==> src/rtl/freq_meter.sv <==
// Gated rising-edge counter: counts synchronized edges of sig_in over a
// programmable window of clk cycles and reports the result with a done pulse.
module freq_meter #(
    parameter int GATE_W      = 16,
    parameter int CNT_W       = 16,
    parameter int SYNC_STAGES = 2
) (
    input  logic              clk,
    input  logic              rst,
    input  logic              sig_in,
    input  logic              start,
    input  logic [GATE_W-1:0] gate_len,
    output logic              busy,
    output logic              done,
    output logic [CNT_W-1:0]  count,
    output logic              ovf
);

    typedef enum logic [1:0] {
        S_IDLE,
        S_MEASURE,
        S_DONE
    } state_t;

    state_t state, state_nx;

    logic [SYNC_STAGES-1:0] sync_q;
    logic                   prev_q;
    logic                   sig_edge;

    logic [GATE_W-1:0] gate_cnt;
    logic [CNT_W-1:0]  acc, acc_nx;
    logic              acc_ovf, acc_ovf_nx;
    logic [CNT_W-1:0]  count_q;
    logic              ovf_q;

    always_ff @(posedge clk or posedge rst) begin
        if (rst) begin
            sync_q <= '0;
            prev_q <= 1'b0;
        end else begin
            sync_q <= {sync_q[SYNC_STAGES-2:0], sig_in};
            prev_q <= sync_q[SYNC_STAGES-1];
        end
    end

    assign sig_edge = sync_q[SYNC_STAGES-1] & ~prev_q;

    always_comb begin
        state_nx   = state;
        acc_nx     = acc;
        acc_ovf_nx = acc_ovf;
        unique case (state)
            S_IDLE: begin
                if (start) begin
                    acc_nx     = '0;
                    acc_ovf_nx = 1'b0;
                    state_nx   = (gate_len != '0) ? S_MEASURE : S_DONE;
                end
            end
            S_MEASURE: begin
                // Saturate at all-ones; only an edge beyond that flags overflow.
                if (sig_edge) begin
                    if (&acc) acc_ovf_nx = 1'b1;
                    else      acc_nx     = acc + CNT_W'(1);
                end
                if (gate_cnt == GATE_W'(1)) state_nx = S_DONE;
            end
            S_DONE:  state_nx = S_IDLE;
            default: state_nx = S_IDLE;
        endcase
    end

    always_ff @(posedge clk or posedge rst) begin
        if (rst) begin
            state    <= S_IDLE;
            gate_cnt <= '0;
            acc      <= '0;
            acc_ovf  <= 1'b0;
            count_q  <= '0;
            ovf_q    <= 1'b0;
        end else begin
            state   <= state_nx;
            acc     <= acc_nx;
            acc_ovf <= acc_ovf_nx;
            if (state == S_IDLE && start)
                gate_cnt <= gate_len;
            else if (state == S_MEASURE)
                gate_cnt <= gate_cnt - GATE_W'(1);
            // Result registers load on DONE entry so they are valid with done.
            if (state_nx == S_DONE && state != S_DONE) begin
                count_q <= acc_nx;
                ovf_q   <= acc_ovf_nx;
            end
        end
    end

    assign busy  = (state != S_IDLE);
    assign done  = (state == S_DONE);
    assign count = count_q;
    assign ovf   = ovf_q;

endmodule
==> config.mk <==
export PLATFORM = sky130hd
export DESIGN_NAME = freq_meter
export DESIGN_NICKNAME = d
export VERILOG_FILES = /design/src/rtl/freq_meter.sv
export SDC_FILE = /design/constraint.sdc
export NUM_CORES = 1
export LEC_CHECK = 0
export ABC_CLOCK_PERIOD_IN_PS = 4900
export BUFFER_PORTS_ARGS = -buffer_cell sky130_fd_sc_hd__buf_2
export CAP_MARGIN = 20
export CORE_MARGIN = 3
export CORE_UTILIZATION = 40
export DETAILED_ROUTE_END_ITERATION = 16
export PLACE_DENSITY = 0.65
export SKIP_LAST_GASP = 1
export SYNTH_ARGS = -nofsm -noshare
export SYNTH_HDL_FRONTEND = slang
export SYNTH_SLANG_ARGS = --single-unit
==> constraint.sdc <==
create_clock -name clk -period 4.9 [get_ports clk]
set_input_delay 0.735 -clock clk [delete_from_list [all_inputs] [get_ports clk]]
set_output_delay 0.735 -clock clk [all_outputs]
set_load 0.03 [all_outputs]
---- After elaboration in Yosys (flattened, before gate mapping) ----
Index checks and enable logic that the tools add are counted.
storage, ports and cells
  bits in latches ......................... 0
  memory bits (read-only) ................. 0
  flip-flop bits (word level) ............. 55
  word-level logic and storage cells ...... 38
  RAM bits ................................ 0
  memories kept ........................... 0
operators by class
  $mul .................................... 0
  reductions and logical operators ........ 7
  $add $sub $neg .......................... 2
  mux-type cells .......................... 14
  equal/unequal tests ..................... 5
  shifts and indexed selects .............. 0
  bitwise logic cells ..................... 2
  div/mod/pow operators ................... 0
  $lt $le $gt $ge ......................... 0
operators by type and width
  operator               count
  $mux 16                5
  $pmux 16 s2            1
  $add 16x1->16 const B  1
  $eq 16x1->1 const B    1
  $reduce_and 16->1      1
  $reduce_bool 16->1     1
  $sub 16x1->16 const B  1
  $mux 2                 3
  $eq 2x2->1 const B     2
  $pmux 2 s2             1
  $reduce_bool 2->1      2
  $mux 1                 3
  $eq 2x1->1 const B     1
  $logic_and 1x1->1      2
  $logic_not 2->1        1
  $ne 2x2->1 const B     1
  $pmux 1 s2             1
  $and 1x1->1            1
  $not 1->1              1

---- Logic depth before layout (Yosys ltp) ----
  depth after elaboration ................. 6
  mapped depth ............................ 8
  mapped depth without buffers ............ 7

---- Worst setup path before layout ----
OpenSTA, ideal clock, no wires.
  path kind ............................... flip-flop to flip-flop
  from .................................... reg gate_cnt[8]
  to ...................................... reg count_q[0], in the netlist count[0]
  arrival time ............................ 2,279 ps
  stages on the path, launching flop included .. 6
  path buffers ............................ 1
  data required time ...................... 4,775 ps
  slack ................................... 2,496 ps
  cell sequence ........................... dfrtp_1 -> or4_4 -> or4_4 -> o32ai_4 -> buf_8 -> mux2_2
on the way
  longest elaborated chain between the ends .. 5
ends and longest elaborated chain
  item                    line  RTL
  from (decl)             31    logic [GATE_W-1:0] gate_cnt;
  from (signal assigned)  87    gate_cnt <= gate_len;
  from (signal assigned)  89    gate_cnt <= gate_cnt - GATE_W'(1);
  $eq 16x1->1             67    if (gate_cnt == GATE_W'(1)) state_nx = S_DONE;
  $mux 2                  67
  $pmux 2 s2              53    unique case (state)
  $eq 2x2->1              91    if (state_nx == S_DONE && state != S_DONE) begin
  $logic_and 1x1->1       91
  to (signal assigned)    92    count_q <= acc_nx;
  to (decl)               34    logic [CNT_W-1:0] count_q;
No other way between the ends.
A chain may end at the register's enable or synchronous reset.

---- Final worst setup path ----
  from .................................... reg state[0]
  to ...................................... reg count_q[8], in the netlist count[8]
on the way
  longest elaborated chain between the ends .. 4
  elaborated cells between the ends (all ways) .. 9
  those cells by class .................... eq/ne: 3; mux: 4; reduce/logical: 2
ends and longest elaborated chain
  item                                line  RTL
  from (decl)                         25    state_t state, state_nx;
  from (signal assigned)              83    state <= state_nx;
  $eq 2x1->1 (tied with other cells)  53
  $pmux 2 s2                          53
  $eq 2x2->1                          91
  $logic_and 1x1->1                   91
Several ways; a longest one is shown, not always the timed one.

==> results_dict.tcl <==
set metrics [dict create \
    drive_above_1_share 0.233 \
    drcViolationCount 0 \
    slew_violations 0 \
    grt_pass1_vias 2277 \
    antenna_found_initial 0 \
    path_max_fanout 23 \
    worst_pin_slew_ps 899 \
    nNetsFinal 339 \
    cts_tree "yes" \
    hold_start "sync_q[0]$_DFF_PP0_" \
    die-area_um2 8260 \
    synth_flop_cell "dfrtp_1" \
    regArea_um2 1380 \
    num_rows 30 \
    ys_ff_latch 55 \
    max-vdd-ir-drop_mv 0.178 \
    synth_edf_count 0 \
    synthToLayoutAreaGrowth_pct 11.3 \
    synthTopCellsByCount "dfrtp_1, nand2_1, nor2_1" \
    vias 2416 \
    cap_violations 0 \
    synth.avg_cell_area_um2 10.2 \
    clk_latency_ps 320 \
    drtIter0Drc 168 \
    dr.pass1.iters 4 \
    synth.distinct_cells 56 \
    cts_resized 0 \
    multiInputGateArea_um2 1390 \
    timing.setup.tns_ps 0 \
    grt_pass1_wl_um 11000 \
    core_um2 6910 \
    cts_setup_buffers 0 \
    outcome "complete, no violations" \
    worstHoldPathCells 0 \
    numCtsBuffers 5 \
    die_y_um 90.9 \
    cts_sinks 55 \
    worstSetupStartpointType "flip-flop" \
    cts_buffer_depth 2 \
    hold_ws_ps 357 \
    grt_usage 0.165 \
    fmax_mhz 322 \
    fin_skew_ps 7.53 \
    yosysMostFrequentCell "dfrtp_1" \
    worst_ep_required_time_ps 5110 \
    rr_endpoint "count[8]$_DFFE_PP0P_" \
    grt_overflow_total 0 \
    clkTransAtPathRegs_ps 100 \
    htreeDepth 2 \
    period_needed_ps 3100 \
    synth_area_leader_cell "dfrtp_1" \
    fillers 685 \
    antenna_left 0 \
    p_leak_uw 0.00128 \
    reg2reg_slack_ps 1800 \
    synthArstFlopShare 1.00 \
    setup_viol 0 \
    final_hold_viol_count 0 \
    hp-class "flip-flop to flip-flop" \
    die_w_um 90.9 \
    dp_hpwl_um 4660 \
    ctsHoldBuffers 0 \
    criticalPathCategory "flip-flop to flip-flop" \
    n_antenna_cell 0 \
    syn_inst 282 \
    wl_um 6720 \
    yosys.area.top_type_share 0.477 \
    yosysSeqAreaShare 0.477 \
    finalCritPeriodShare 0.633 \
    grt_max_degree 56 \
    io_pins 39 \
    max_slew_margin 0.401 \
    globalplace.congestion 0.927 \
    power_density_nw_per_um2 366 \
    timing.rr.start "state[0]$_DFF_PP0_" \
    ys_warn_count 0 \
    critPathArrivalTime_ps 3320 \
    rsz0062_at_grt "no" \
    ys_top_cells_by_area "dfrtp_1, mux2_2, nor4_1" \
    cts_root_buf "clkbuf_8" \
    cp-end-kind "flip-flop" \
    vias_per_cell 5.85 \
    initial_core_util 0.418 \
    syn_area_um2 2880 \
    wl_per_cell_um 16.3 \
    syn_nets 305 \
    whs_endpoint "sync_q[1]$_DFF_PP0_" \
    r2r_cells 4 \
    numPortBuffers 38 \
]
-- cell type report --
type | instances | area share
multi-input combinational | 207 | 0.432
sequential | 55 | 0.429
timing repair buffer | 40 | 0.0631
tap | 96 | 0.0374
clock buffer | 6 | 0.0257
inverter | 7 | 0.00818
clock inverter | 2 | 0.00507
-- report_power, final --
| part | switching (µW) | internal (µW) | total [µW] |
|---|---|---|---|
| Sequential | 112 | 533 | 645 |
| Clock | 156 | 116 | 272 |
| Combinational | 137 | 120 | 257 |
-- metrics by stage --
step	std cells	util	total power [µW]	area, µm²	setup slack [ps]
2_1_floorplan	282	-	830	2880	2500
3_3_place_gp	404	0.450	896	3110	1840
3_5_place_dp	404	0.450	906	3110	1780
4_1_cts	412	0.464	1180	3210	1810
5_1_grt	413	0.465	1250	3210	1560
6_report	413	0.465	1170	3210	1800
-- cell usage in the layout, fill, tap and decap left out, drive strengths merged, types with 3 or more instances in the layout --
cell / Yosys / final
nor2b: 3 / 3
o31ai: 4 / 4
ha: 3 / 3
a21oi: 16 / 16
nor4: 13 / 13
nand2b: 5 / 5
a22oi: 3 / 3
nand2: 20 / 20
or4: 8 / 8
mux2: 12 / 12
nand4: 5 / 5
o211ai: 4 / 4
buf: 4 / 40
dfrtp: 55 / 55
o21ai: 11 / 11
clkbuf: 8 / 6
a31oi: 8 / 8
o22ai: 13 / 13
mux2i: 8 / 8
inv: 7 / 7
nor2: 19 / 19
or2: 4 / 4
nand3: 12 / 12
nor3: 3 / 3
-- state kept, by name, indices dropped and copies added, names as in the netlist --
register  count
acc          16
count        16
gate_cnt     16
state         2
sync_q        2
acc_ovf       1
ovf           1
prev_q        1
-- worst max path at each step --
stage                                       start                     to  slack, ps  cells past startpoint
after CTS                      state[0]$_DFF_PP0_        ovf$_DFFE_PP0P_       1810                      4
after detailed placement                    start        ovf$_DFFE_PP0P_       1780                      5
final                          state[0]$_DFF_PP0_   count[8]$_DFFE_PP0P_       1800                      4
after floorplan           gate_cnt[8]$_DFFE_PP0P_   count[0]$_DFFE_PP0P_       2500                      5
after global routing           state[0]$_DFF_PP0_   count[0]$_DFFE_PP0P_       1560                      4
after global placement                      start  count[12]$_DFFE_PP0P_       1840                      5
-- kinds of logic after synthesis --
family / synth area share
simple gates: 0.213
compound gates: 0.171
flops: 0.477
buf+inv: 0.0421
mux: 0.0746
xor+xnor: 0.00911
fa+ha+maj: 0.0130
-- critical path, stage by stage, from the launching register on --
cell	delay, ps
dfrtp_1	800
o21ba_2	460
nand2_1	600
o32ai_4	710
mux2_2	420
-- layer usage --
metal,vias to the layer above,track usage,part of all wire
li1,1141,-,-
met1,1179,0.213,0.45
met2,82,0.263,0.47
met3,14,0.0358,0.054
met4,0,0.0791,0.021
met5,-,0,0
No activity file was read; power rests on OpenSTA's default activity.
